--- src/rtl/regfile_wb_ctrl_pkg.sv ---
// Shared types and constants for the regfile write-back controller.
// Address/data widths, register constants and FSM encoding.
package regfile_wb_ctrl_pkg;

  localparam int AW       = 5;
  localparam int DW       = 32;
  localparam int NUM_REGS = 32;

  localparam logic [AW-1:0] REG_ZERO = 5'd0;
  localparam logic [AW-1:0] REG_LAST = 5'(NUM_REGS - 1);

  typedef enum logic {
    S_INIT = 1'b0,
    S_RUN  = 1'b1
  } state_e;

  function automatic logic is_eff(
    input logic          we,
    input logic [AW-1:0] a
  );
    return we && (a != REG_ZERO);
  endfunction

endpackage

--- src/rtl/regfile_wb_ctrl_if.sv ---
// Write-back bundle: ALU and load request ports plus regfile write port.
// slave = controller side, master = core/regfile side.
interface regfile_wb_ctrl_if;
  import regfile_wb_ctrl_pkg::*;

  logic          alu_we;
  logic [AW-1:0] alu_wa;
  logic [DW-1:0] alu_wd;
  logic          ld_valid;
  logic [AW-1:0] ld_wa;
  logic [DW-1:0] ld_wd;
  logic          ld_ready;
  logic          werf;
  logic [AW-1:0] wa;
  logic [DW-1:0] wd;
  logic          init_done;

  modport slave (
    input  alu_we, alu_wa, alu_wd,
    input  ld_valid, ld_wa, ld_wd,
    output ld_ready,
    output werf, wa, wd,
    output init_done
  );

  modport master (
    output alu_we, alu_wa, alu_wd,
    output ld_valid, ld_wa, ld_wd,
    input  ld_ready,
    input  werf, wa, wd,
    input  init_done
  );

endinterface

--- src/rtl/wb_skid_buf.sv ---
// One-entry load buffer: load, drain (clear) and drop on address match.
// A load in the same cycle as clear/invalidate wins.
module wb_skid_buf
  import regfile_wb_ctrl_pkg::*;
(
  input  logic          clk,
  input  logic          rst,
  input  logic          load,
  input  logic [AW-1:0] ld_addr,
  input  logic [DW-1:0] ld_data,
  input  logic          clear,
  input  logic          inv_en,
  input  logic [AW-1:0] inv_addr,
  output logic          valid,
  output logic [AW-1:0] addr,
  output logic [DW-1:0] data
);

  logic          valid_q, valid_d;
  logic [AW-1:0] addr_q, addr_d;
  logic [DW-1:0] data_q, data_d;
  logic          hit;

  always_comb begin
    valid_d = valid_q;
    addr_d  = addr_q;
    data_d  = data_q;
    hit     = inv_en && valid_q && (addr_q == inv_addr);
    if (clear || hit) begin
      valid_d = 1'b0;
      addr_d  = '0;
      data_d  = '0;
    end
    if (load) begin
      valid_d = 1'b1;
      addr_d  = ld_addr;
      data_d  = ld_data;
    end
  end

  always_ff @(posedge clk or posedge rst) begin
    if (rst) begin
      valid_q <= 1'b0;
      addr_q  <= '0;
      data_q  <= '0;
    end else begin
      valid_q <= valid_d;
      addr_q  <= addr_d;
      data_q  <= data_d;
    end
  end

  assign valid = valid_q;
  assign addr  = addr_q;
  assign data  = data_q;

endmodule

--- src/rtl/regfile_wb_ctrl.sv ---
// Regfile write-back arbiter: post-reset sweep of x1..x31, then
// ALU > buffered load > incoming load, with a 1-entry load skid.
module regfile_wb_ctrl
  import regfile_wb_ctrl_pkg::*;
#(
  parameter logic [DW-1:0] INIT_VAL = 32'h0
) (
  input logic              clk,
  input logic              rst,
  regfile_wb_ctrl_if.slave bus
);

  state_e        state_q, state_d;
  logic [AW-1:0] cnt_q, cnt_d;

  logic          buf_valid;
  logic [AW-1:0] buf_wa;
  logic [DW-1:0] buf_wd;
  logic          buf_load;
  logic          buf_clear;

  logic          run;
  logic          ld_rdy;
  logic          alu_eff;
  logic          ld_eff;
  logic          we_c;
  logic [AW-1:0] wa_c;
  logic [DW-1:0] wd_c;

  assign run     = (state_q == S_RUN);
  assign ld_rdy  = run && !buf_valid;
  assign alu_eff = run && is_eff(bus.alu_we, bus.alu_wa);
  assign ld_eff  = is_eff(bus.ld_valid && ld_rdy, bus.ld_wa);

  always_comb begin
    state_d   = state_q;
    cnt_d     = cnt_q;
    we_c      = 1'b0;
    wa_c      = '0;
    wd_c      = '0;
    buf_load  = 1'b0;
    buf_clear = 1'b0;
    unique case (state_q)
      S_INIT: begin
        we_c  = 1'b1;
        wa_c  = cnt_q;
        wd_c  = INIT_VAL;
        cnt_d = cnt_q + 5'd1;
        if (cnt_q == REG_LAST) state_d = S_RUN;
      end
      S_RUN: begin
        if (alu_eff) begin
          we_c     = 1'b1;
          wa_c     = bus.alu_wa;
          wd_c     = bus.alu_wd;
          // a same-address load is stale against this ALU result
          buf_load = ld_eff && (bus.ld_wa != bus.alu_wa);
        end else if (buf_valid) begin
          we_c      = 1'b1;
          wa_c      = buf_wa;
          wd_c      = buf_wd;
          buf_clear = 1'b1;
        end else if (ld_eff) begin
          we_c = 1'b1;
          wa_c = bus.ld_wa;
          wd_c = bus.ld_wd;
        end
      end
      default: ;
    endcase
  end

  always_ff @(posedge clk or posedge rst) begin
    if (rst) begin
      state_q <= S_INIT;
      cnt_q   <= 5'd1;
    end else begin
      state_q <= state_d;
      cnt_q   <= cnt_d;
    end
  end

  wb_skid_buf u_buf (
    .clk      (clk),
    .rst      (rst),
    .load     (buf_load),
    .ld_addr  (bus.ld_wa),
    .ld_data  (bus.ld_wd),
    .clear    (buf_clear),
    .inv_en   (alu_eff),
    .inv_addr (bus.alu_wa),
    .valid    (buf_valid),
    .addr     (buf_wa),
    .data     (buf_wd)
  );

  // INIT drives werf from state alone, so reset must gate it directly
  assign bus.werf      = we_c && !rst;
  assign bus.wa        = (we_c && !rst) ? wa_c : '0;
  assign bus.wd        = (we_c && !rst) ? wd_c : '0;
  assign bus.ld_ready  = ld_rdy && !rst;
  assign bus.init_done = run && !rst;

endmodule

--- src/flat_wrapper.sv ---
// flat-port wrapper written by rule: the top's interface ports become plain ports
module regfile_wb_ctrl_flat import regfile_wb_ctrl_pkg::*;
#(
  parameter logic [DW-1:0] INIT_VAL = 32'h0
)
  (clk, rst, bus_alu_we, bus_alu_wa, bus_alu_wd, bus_ld_valid, bus_ld_wa, bus_ld_wd, bus_ld_ready, bus_werf, bus_wa, bus_wd, bus_init_done);
  regfile_wb_ctrl_if bus_i ();
  input logic clk;
  input logic rst;
  input wire logic [$bits(bus_i.alu_we)-1:0] bus_alu_we;
  input wire logic [$bits(bus_i.alu_wa)-1:0] bus_alu_wa;
  input wire logic [$bits(bus_i.alu_wd)-1:0] bus_alu_wd;
  input wire logic [$bits(bus_i.ld_valid)-1:0] bus_ld_valid;
  input wire logic [$bits(bus_i.ld_wa)-1:0] bus_ld_wa;
  input wire logic [$bits(bus_i.ld_wd)-1:0] bus_ld_wd;
  output wire logic [$bits(bus_i.ld_ready)-1:0] bus_ld_ready;
  output wire logic [$bits(bus_i.werf)-1:0] bus_werf;
  output wire logic [$bits(bus_i.wa)-1:0] bus_wa;
  output wire logic [$bits(bus_i.wd)-1:0] bus_wd;
  output wire logic [$bits(bus_i.init_done)-1:0] bus_init_done;
  assign bus_i.alu_we = bus_alu_we;
  assign bus_i.alu_wa = bus_alu_wa;
  assign bus_i.alu_wd = bus_alu_wd;
  assign bus_i.ld_valid = bus_ld_valid;
  assign bus_i.ld_wa = bus_ld_wa;
  assign bus_i.ld_wd = bus_ld_wd;
  assign bus_ld_ready = bus_i.ld_ready;
  assign bus_werf = bus_i.werf;
  assign bus_wa = bus_i.wa;
  assign bus_wd = bus_i.wd;
  assign bus_init_done = bus_i.init_done;
  regfile_wb_ctrl #(.INIT_VAL(INIT_VAL)) u_core (.clk(clk), .rst(rst), .bus(bus_i));
endmodule
--- config.mk ---
export PLATFORM = sky130hd
export DESIGN_NAME = regfile_wb_ctrl_flat
export DESIGN_NICKNAME = d
export VERILOG_FILES = /design/src/rtl/regfile_wb_ctrl_pkg.sv /design/src/rtl/regfile_wb_ctrl_if.sv /design/src/rtl/wb_skid_buf.sv /design/src/rtl/regfile_wb_ctrl.sv /design/src/flat_wrapper.sv
export SDC_FILE = /design/constraint.sdc
export NUM_CORES = 1
export LEC_CHECK = 0
export CAP_MARGIN = 20
export CORE_ASPECT_RATIO = 1.75
export CORE_UTILIZATION = 42
export CTS_CLUSTER_DIAMETER = 200
export DETAILED_ROUTE_END_ITERATION = 16
export GPL_TIMING_DRIVEN = 0
export HOLD_SLACK_MARGIN = 0.02
export PLACE_DENSITY = 0.78
export SYNTH_ARGS = -nofsm -noshare
export SYNTH_HDL_FRONTEND = slang
export SYNTH_SLANG_ARGS = --single-unit
--- constraint.sdc ---
create_clock -name clk -period 3.31 [get_ports clk]
set_input_delay 0.662 -clock clk [delete_from_list [all_inputs] [get_ports clk]]
set_output_delay 0.662 -clock clk [all_outputs]
set_load 0.01 [all_outputs]
# After elaboration in Yosys (flattened, before gate mapping)
# Cells that the tools add are included.
# word_totals
reg_bits	44
input_bits	78
output_inout_bits	40
word_cells	54
# classes
add_sub_neg	1
eq_ne	3
mux	27
n_bitwise	1
reduce_logical	17
# op_table
operator	n
two-way mux 32 bit	6
case mux 32 bit (2 select lines)	1
two-way mux 5 bit	6
two-way mux 1 bit	12
logical AND 1 bit	11
case mux 5 bit (2 select lines)	1
nonzero test 5 bit	2
adder 5 x 1 -> 5 bit, second input constant	1
== test 5 bit	1
== test 5 bit, second input constant	1
inequality test 5 bit	1
logical NOT 1 bit	2
case mux 1 bit (2 select lines)	1
nonzero test 2 bit	1
logical OR 1 bit	1
NOT 1 bit	1

# Longest topological paths before layout
# Gate-level depths: netlist of run 1.
# logic_depth
ltp_word	10
ltp_mapped	8
mapped_depth_nobuf	5

# Hierarchy
# Synthesis of run 1 repeated with hierarchy kept, for this count alone.
# hier_totals
cells_unflattened	427
area_unflattened_um2	3763.6
# modules_own_cells
module	n_inst	cells_each	area_per_inst_um2	seq_area_each_um2
wb_skid_buf	1	242	2254.7	950.9
regfile_wb_ctrl	1	185	1508.9	151.4

# Worst setup path before layout of run 1
# Ideal clock, no wire load.
# synth_timing
path_kind	input to output
startpoint	input bus_alu_wa[0]
endpoint	output bus_wd[0]
t_arrival_ns	2.145
required_ns	2.648
slack_ns	0.503
stages	5
path_buffers	1
cell_sequence	or4_4 > o21ai_2 > clkbuf_1 > nor2_1 > nor3_1
# synth_via
elab_chain_cells	7
elab_cells_between_ends	9
# synth_lines
item	line_no	text
start: declaration	flat_wrapper.sv:11	input wire logic [$bits(bus_i.alu_wa)-1:0] bus_alu_wa;
nonzero test 5 bit *	regfile_wb_ctrl_pkg.sv:21	return we && (a != REG_ZERO);
logical AND 1 bit *	regfile_wb_ctrl_pkg.sv:21	
logical AND 1 bit *	regfile_wb_ctrl.sv:32	assign alu_eff = run && is_eff(bus.alu_we, bus.alu_wa);
two-way mux 1 bit	regfile_wb_ctrl.sv:52	if (alu_eff) begin
case mux 1 bit (2 select lines)	regfile_wb_ctrl.sv:43	unique case (state_q)
logical AND 1 bit	regfile_wb_ctrl.sv:100	assign bus.wd = (we_c && !rst) ? wd_c : '0;
two-way mux 32 bit *	regfile_wb_ctrl.sv:100	
end: declaration	flat_wrapper.sv:19	output wire logic [$bits(bus_i.wd)-1:0] bus_wd;
# Every way passes the cells marked *; elsewhere a longest branch is shown, timed or not.

# Worst setup path after layout of run 1
# layout_timing
startpoint	input bus_ld_wa[1]
endpoint	output bus_wd[25]
# layout_via
elab_chain_cells	8
elab_cells_between_ends	12
# layout_lines
item	line_no	text
start: declaration	flat_wrapper.sv:14	input wire logic [$bits(bus_i.ld_wa)-1:0] bus_ld_wa;
nonzero test 5 bit *	regfile_wb_ctrl_pkg.sv:21	
logical AND 1 bit *	regfile_wb_ctrl_pkg.sv:21	
two-way mux 1 bit	regfile_wb_ctrl.sv:63	end else if (ld_eff) begin
two-way mux 1 bit	regfile_wb_ctrl.sv:58	end else if (buf_valid) begin
two-way mux 1 bit	regfile_wb_ctrl.sv:52	
case mux 1 bit (2 select lines)	regfile_wb_ctrl.sv:43	
logical AND 1 bit	regfile_wb_ctrl.sv:100	
two-way mux 32 bit *	regfile_wb_ctrl.sv:100	
# Marks and branches as above.

==> impl.org, run 1 <==
** Worst setup path
- Reg2reg start :: u_core.run$_DFF_PP0_
- Max Fanout on Critical Path :: 10
- Launch point of the worst path :: bus_ld_wa[1]
- STA classifies the critical path startpoint as a primary input.
- The endpoint identified for the worst register-to-register timing path is u_core.u_buf.data[26]$_DFFE_PP0P_.
- For the worst setup path, the data required time is 2.65 ns.
- Type of the worst setup path :: primary input to output pin
- The setup check on the worst reg-to-reg path leaves a slack of between 1 and 1.5 ns.
- In this run the worst setup path terminates at bus_wd[25].
- Endpoint type of the worst setup path :: output pin
- For the worst flop-to-flop path, the logic depth is 6.
- For the worst setup path, the data arrival time is approximately 2.6 ns.

** Clock tree
- After clock tree synthesis, the clock-pin slew on the worst setup and hold paths is 0.08 ns.
- The longest clock path from root to sink contains 2 buffers.
- # H-tree levels :: 2
- Hold bufs inserted after CTS :: 0
- Buffers inserted during clock tree synthesis total 5.
- TritonCTS built the clock tree.
- The cell sitting at the root of the clock tree is a clkbuf_8.
- Clock latency of the later-clocked register in the worst-skew pair :: ~0.29 ns
- TritonCTS Sinks :: between 40 and 50

** Global routing
- Overflow left after global routing :: 0
- Largest net degree at the start of global routing :: 45
- Via count of the first global-routing pass :: 2844
- Total global-route track usage :: a little over a quarter
- The initial antenna violation count is 0.
- The first global-routing pass estimated 13.6 mm of wire.

** Yosys
- Summed over all instances, the cell type with the most area after synthesis is dfrtp_1.
- Sorting the synthesized cells by area gives the leading types as dfrtp_1 41%, a22o_1 12%, a221oi_1 11%.
- In this run the mean area of a mapped cell was 9.64 um2.
- Yosys reg bits :: 44
- Number of unique standard cell types used by synthesis :: 40
- Main combinational cell family by area after synthesis :: compound AO/OA/AOI/OAI gates
- Counting every net in the synthesized netlist gives between 300 and 400.
- Share of async-settable or async-resettable flops after synthesis :: between 90% and 100%
- Post-synthesis share of cell area spent on xor and xnor gates :: roughly 4.3%
- For this run, the leading register cell type out of synthesis is dfrtp_1.
- Synthesis produced about 280 cells.
- In the synthesized netlist, mux cells make up less than 1% of the area.
- Share of the synthesized area in compound gates (AO/OA/AOI/OAI) :: 30.1%
- The share of the Yosys chip area taken by registers is about two fifths.
- Adder-Cell Fraction of Synth Area :: 0.944%
- Number of enable-type register cells in the synthesized netlist :: 0
- Top cell type's share of synthesized area :: between 40% and 50%
- Of the total synthesized cell area, the portion taken by AND, OR, NAND and NOR gates is 16.4%.
- The synthesized netlist occupies a cell area of ~2700 um2.
- Count of warnings emitted by yosys :: 0

** Pwr
- Standby leakage power :: 1.98 nW
- Total power for the finished layout comes to ~2.3 mW.
- Power per cell area :: about 530 nW/um2
- Maximum VDD drop :: 0.334 mV

** Die
- The die covers around 6600 um2.
- Pin placement for this block handled roughly 120 I/O pins.
- Starting Density :: 43.2%
- Die span in y :: 107 um
- The core region is around 6100 um2.
- The floorplan step set the die width to slightly above 60 um.
- In this run the core area contains 38 standard-cell rows.

** Timing
- The number of failing hold endpoints at the final stage came to 0.
- Timing-limited maximum frequency :: 305 MHz
- After layout, the worst path uses roughly 100% of the clock period.
- Max transition margin :: 40.0%
- For the pin with the worst max-slew slack, the measured transition is 0.898 ns.
- Min cycle time layout :: about 3.3 ns
- Max-slew violation count :: 0
- Clock skew on the completed layout was measured at around 0.006 ns.
- Count of final setup violators :: 0
- RSZ-0062 raised after global routing :: yes

** Place
- Cell area after placement :: approximately 3900 um2
- Final RePlAce weighted congestion :: ~0.85
- Once detailed placement completed, the half-perimeter wirelength came to between 6 and 7 mm.
- In this run the tool buffered the top-level ports with 116 buffer cells.
- Cell total after placement :: 471

** Finish
- From synthesis to final layout, the design area changed by 64.4%.
- After the flow finishes, the layout carries non-filler instances totaling a little under 500.
- In the final layout, the share of cells above drive strength 1 is around a fifth.
- Final cell area excluding filler cells :: ~4400 um2
- Diode insertion count for antenna repair :: 0
- The final layout contains about 500 nets.
- Layout Utilization :: between 70% and 80%

** Detailed routing
- After detailed routing, the number of remaining DRC violations is 0.
- Via density per instance :: approximately 5.9
- For this run, the detailed router's first-pass iteration total came to 5.
- DR vias :: approximately 2.9k
- The first routing iteration left ~150 violations.
- Wire per inst :: 18.9 um
- Routed WL :: 9.19 mm
- The count of nets left with antenna violations once routing finished came out at 0.

** Worst hold path
- Hold WC Path Type :: register to register
- Hold Path Cell Cnt :: 1

** Status
- The flow ran to the end, and the final reports show no timing, DRC or antenna violations.

** Flow run
- Number of max-cap violations :: 0
[placed cells by master (no fill, tap or decap), drive strengths merged, types with 5 or more instances in the layout]
cell / n
dlygate4sd2: 42
a22o: 37
a221oi: 32
nor3: 33
nor2: 35
xnor2: 9
buf: 20
clkdlybuf4s50: 70
clkbuf: 26
nand2b: 6
dfrtp: 43
o211ai: 5
[registers in the layout (all words and copies together), names as in the netlist]
register	flops
u_core.cnt_q	5
u_core.run	1
u_core.u_buf.addr	5
u_core.u_buf.data	32
u_core.u_buf.valid	1
[worst max-delay path, cell delays in order]
cell	delay, ns
dlygate4sd2_1	0.29
or4_4	0.56
o21a_4	0.25
clkbuf_8	0.19
a221oi_1	0.29
nor3_1	0.07
dlygate4sd2_1	0.29
[how the worst min path moves through the flow]
stage                                 startpoint                                end  slack, ns
2_1_floorplan        u_core.cnt_q[3]$_DFFE_PP0N_        u_core.cnt_q[3]$_DFFE_PP0N_       0.46
3_3_place_gp   u_core.u_buf.data[21]$_DFFE_PP0P_  u_core.u_buf.data[21]$_DFFE_PP0P_       0.48
3_5_place_dp   u_core.u_buf.data[12]$_DFFE_PP0P_  u_core.u_buf.data[12]$_DFFE_PP0P_       0.48
4_1_cts        u_core.u_buf.data[18]$_DFFE_PP0P_  u_core.u_buf.data[18]$_DFFE_PP0P_       0.51
5_1_grt        u_core.u_buf.data[11]$_DFFE_PP0P_  u_core.u_buf.data[11]$_DFFE_PP0P_       0.52
6_report       u_core.u_buf.data[11]$_DFFE_PP0P_  u_core.u_buf.data[11]$_DFFE_PP0P_       0.51
[repair_timing]
action,4_1_cts,5_1_grt
endpoints found under the setup margin,38,37
setup buffers,5,2
gates cloned,0,3
pin swaps,2,2
resized for setup,101,25
[final cells by class]
| cell class | count | area [um2] |
|---|---|---|
| Multi-Input combinational cell | 200 | 1620 |
| Clock buffer | 7 | 76.3 |
| Timing Repair Buffer | 126 | 1210 |
| Buffer | 26 | 233 |
| Fill cell | 493 | 1780 |
| Tap cell | 80 | 100 |
| Inverter | 3 | 11.3 |
| Clock inverter | 1 | 5.00 |
| Sequential cell | 44 | 1100 |
[where the power goes]
group	total [mW]	switching, mW	internal, mW
Clock	0.321	0.173	0.148
Sequential	0.856	0.147	0.709
Combinational	1.14	0.571	0.564
Total	2.31	0.891	1.42
[cells by family after synthesis]
| logic type | count (synthesis) |
|---|---|
| fa+ha+maj | 2 |
| simple gates | 90 |
| mux | 2 |
| buf+inv | 31 |
| compound gates | 93 |
| flops | 44 |
| xor+xnor | 13 |
[cells in the mapped netlist (2+ instances only)]
| cell | count |
|---|---|
| dfrtp_1 | 43 |
| mux2_2 | 2 |
| nand2b_1 | 6 |
| buf_2 | 7 |
| ha_1 | 2 |
| nor2_1 | 35 |
| xor2_1 | 4 |
| a22o_1 | 37 |
| nor3_1 | 33 |
| nand3_1 | 2 |
| a21oi_1 | 4 |
| a221oi_1 | 32 |
| nand2_1 | 3 |
| o21ai_0 | 2 |
| and3_1 | 2 |
| clkbuf_1 | 17 |
| inv_1 | 3 |
| a221o_1 | 4 |
| buf_6 | 4 |
| xnor2_1 | 9 |
| o211ai_1 | 5 |
[per-layer routing]
layer | up-vias | wire (um) | track usage, % | part of all wire, %
met2 | 108 | 5170 | 49.9 | 56
met4 | 0 | 212 | 9.84 | 2.3
met3 | 17 | 390 | 3.98 | 4.2
met1 | 1430 | 3420 | 30.5 | 37
met5 | - | 0 | 0 | 0
li1 | 1326 | - | - | -
[through the flow]
stage	hold WS, ns	setup WS, ns	TNS (ns)
after floorplan	0.460	0.503	0
after global placement	0.482	-0.965	-33.65
after detailed placement	0.483	-0.941	-32.40
after CTS	0.508	0.00149	0
after global routing	0.522	-0.0271	-0.230
final	0.510	0.0277	0
Power figures use the tool's default switching activity.
==> run 2: changes to the inputs <==
Settings changed: HOLD_SLACK_MARGIN 0.02 to 0.03.
==> results of run 2 <==
No change in the layout: final DEF, timing and power equal those of run 1.
==> run 3: changes to the inputs <==
Settings changed: CELL_PAD_IN_SITES_DETAIL_PLACEMENT set to 1, CELL_PAD_IN_SITES_GLOBAL_PLACEMENT set to 1, CORE_MARGIN set to 2, CORE_UTILIZATION 42 to 31, PLACE_DENSITY 0.78 to 0.79.
==> impl.org, run 3 (synthesis results as in run 1) <==
** Timing
- Min cycle time layout :: 3.32 ns
- Measured against its own limit, the worst slew margin works out to between 50% and 60%.
- Max-slew violation count :: 0
- Timing would allow up to between 300 and 400 MHz.
- Setup repair after global routing could not meet its margin everywhere.
- Count of final setup violators :: 1
- The number of failing hold endpoints at the final stage came to 0.
- Dividing the final minimum period by the clock period gives 100%.
- Clock skew on the completed layout was measured at ~0.0053 ns.
- Worst path setup slack after routing :: -0.00573 ns
- Slew at the pin closest to its max-slew limit :: between 0.7 and 0.8 ns

** Clock tree
- Clock buffers created by TritonCTS :: 5
- Clock latency on the worst-skew pair, taken at its later pin, is 0.29 ns.
- CTS tree :: done
- CTS root buf :: clkbuf_16
- The tree built by TritonCTS fans out to between 40 and 50 sinks.
- Clock transition at path regs :: ~0.06 ns
- # H-tree levels :: 2
- Max Buffers Root-to-Sink :: 2

** Global routing
- Number of antenna violations at the first check in global routing :: 0
- Via count of the first global-routing pass :: 3164
- The first global-routing pass estimated approximately 16 mm of wire.
- Global routing used around 22% of the available tracks.
- Largest net degree at the start of global routing :: 33
- Overflow left after global routing :: 0

** Detailed routing
- Final routed DRC violation total :: 0
- Dividing the detail-routed wire length by the instance count gives roughly 19 um.
- The first detailed-routing pass took 4 iterations.
- The count of nets left with antenna violations once routing finished came out at 0.
- Summing over every cut layer, the via total after detailed routing is 2887.
- Wires add up to ~10 mm.
- Dividing the detail-routed via count by the number of cells gives 5.51.
- For this block, the initial DRC count from the detailed router was between 80 and 90.

** Die
- The floorplan has 44 rows.
- I/O pin count :: approximately 120
- Die area :: about 9300 um2
- The die is 73.9 um wide.
- Once the floorplan was initialized, standard cells occupied about a third of the core.
- Die span in y :: about 130 um
- The floorplan step defined a core boundary enclosing 8310 um2.

** Finish
- In the final layout, the share of cells above drive strength 1 is 23.0%.
- The register with the most flip-flops in the layout has 32 of them.
- Compared with the post-synthesis result, the final layout area differs by 71.2%.
- Diode insertion count for antenna repair :: 0
- Leaving out fill and tap cells, the most frequent cell in the layout is clkdlybuf4s50_1.
- In the layout the commonest cells are 71 x clkdlybuf4s50_1, 43 x dfrtp_1, 37 x a22o_1.
- The net count of the finished layout is slightly below 500.
- For this run, the number of standard cells in the final layout without fillers is roughly 520.
- Fill cells in the final layout number ~900.
- Layout Utilization :: 54.6%

** Worst setup path
- The startpoint identified for the worst register-to-register timing path is u_core.run$_DFF_PP0_.
- Register-to-Register Path Depth :: 7
- Required time of the critical path :: between 2 and 3 ns
- The worst setup path is launched from a primary input.
- Max Fanout on Critical Path :: 6
- Reg2Reg Capture Point :: u_core.u_buf.data[14]$_DFFE_PP0P_
- WP data arrival :: 2.65 ns
- STA classifies the critical path endpoint as an output pin.
- The worst setup path is of the primary input to output pin kind.
- Across all register-to-register paths, the minimum setup slack is between 0.9 and 1 ns.

** Place
- The HPWL after detailed placement is roughly 7.4 mm.
- OpenSTA, run right after detailed placement, puts the worst setup slack at -1.03 ns.
- Count of port buffers added during placement :: 116
- The congestion estimate from routability-driven global placement came to 0.939.
- Cell total after placement :: approximately 510

** Pwr
- Across the VDD grid, the largest voltage drop is 0.272 mV.
- Total Power :: about 2.5 mW
- Standby leakage power :: 2.00 nW
- Power per cell area :: about 560 nW/um2

** Worst hold path
- In this run the most critical hold path is launched from u_core.u_buf.data[20]$_DFFE_PP0P_.
- The path with the worst hold slack has its endpoint at u_core.u_buf.data[20]$_DFFE_PP0P_.
- The path class of the tightest hold or removal check is register to register.
- Hold Path Cell Cnt :: 1

** Flow run
- Across the run, the number of max-cap violations was 0.

** Status
- Run status :: complete, but fails checks
- Failing checks :: setup timing
[run 3: changes by cell type in the layout (fill, tap and decap cells not counted), sizes merged]
cell | before | now
buf | 20 | 28
bufbuf | 0 | 1
clkbuf | 26 | 25
clkdlybuf4s15 | 0 | 12
clkdlybuf4s50 | 70 | 71
clkinv | 1 | 0
dlygate4sd2 | 42 | 24
[run 3: worst max-delay path by stage]
stage	cells after the start	endpoint	startpoint
floorplan	5	bus_wd[0]	bus_alu_wa[0]
global placement	8	bus_wd[27]	bus_alu_wa[0]
detailed placement	8	bus_wd[27]	bus_alu_wa[0]
CTS	8	bus_wd[6]	bus_alu_wa[4]
global route	8	bus_wd[16]	bus_alu_wa[4]
finish	8	bus_wd[16]	bus_alu_wa[4]
[run 3: through the flow]
step	cell area (um2)	hold slack (ns)	setup TNS (ns)
2_1_floorplan	2650	0.460	0
3_3_place_gp	3960	0.482	-35.31
3_5_place_dp	3980	0.481	-35.94
4_1_cts	4410	0.507	-0.000635
5_1_grt	4540	0.524	-0.368
6_report	4540	0.507	-0.00573
[run 3: area by class of cell]
cell class,instances,area [um2],area share (%)
plain buffers,27,253,5.57
clock buffers,8,146,3.23
inverters,3,11.3,0.248
multi-input cells,200,1660,36.7
flip-flops and latches,44,1100,24.3
well taps,115,144,3.17
repair buffers,127,1220,26.8
[run 3: per-layer routing]
metal	share of wire, %	global-route usage [%]	vias up
met5	0	0	-
met1	37	24.3	1457
met3	3.5	3.18	11
li1	-	-	1339
met2	58	41.8	80
met4	2.0	7.06	0
[run 3: worst max-delay path: stages]
cell and delay [ns]:
clkdlybuf4s15_2 0.22, or4_4 0.59, o21ai_4 0.22, and3_4 0.23
nand2b_4 0.19, bufbuf_16 0.27, nor3_1 0.05, clkdlybuf4s15_2 0.22
[run 3: report_power, final]
part | total [mW] | internal (mW) | switching, mW
registers | 0.860 | 0.711 | 0.149
clock network | 0.497 | 0.301 | 0.196
logic | 1.18 | 0.590 | 0.593
total | 2.54 | 1.60 | 0.938
[run 3: what timing repair did]
item                       4_1_cts  5_1_grt
resized for setup              121       46
setup endpoints to repair       38       33
pin swaps                        3        4
buffers inserted                 4        5
gates cloned                     1        0
hold buffers                     0        0
hold endpoints to repair         0        0
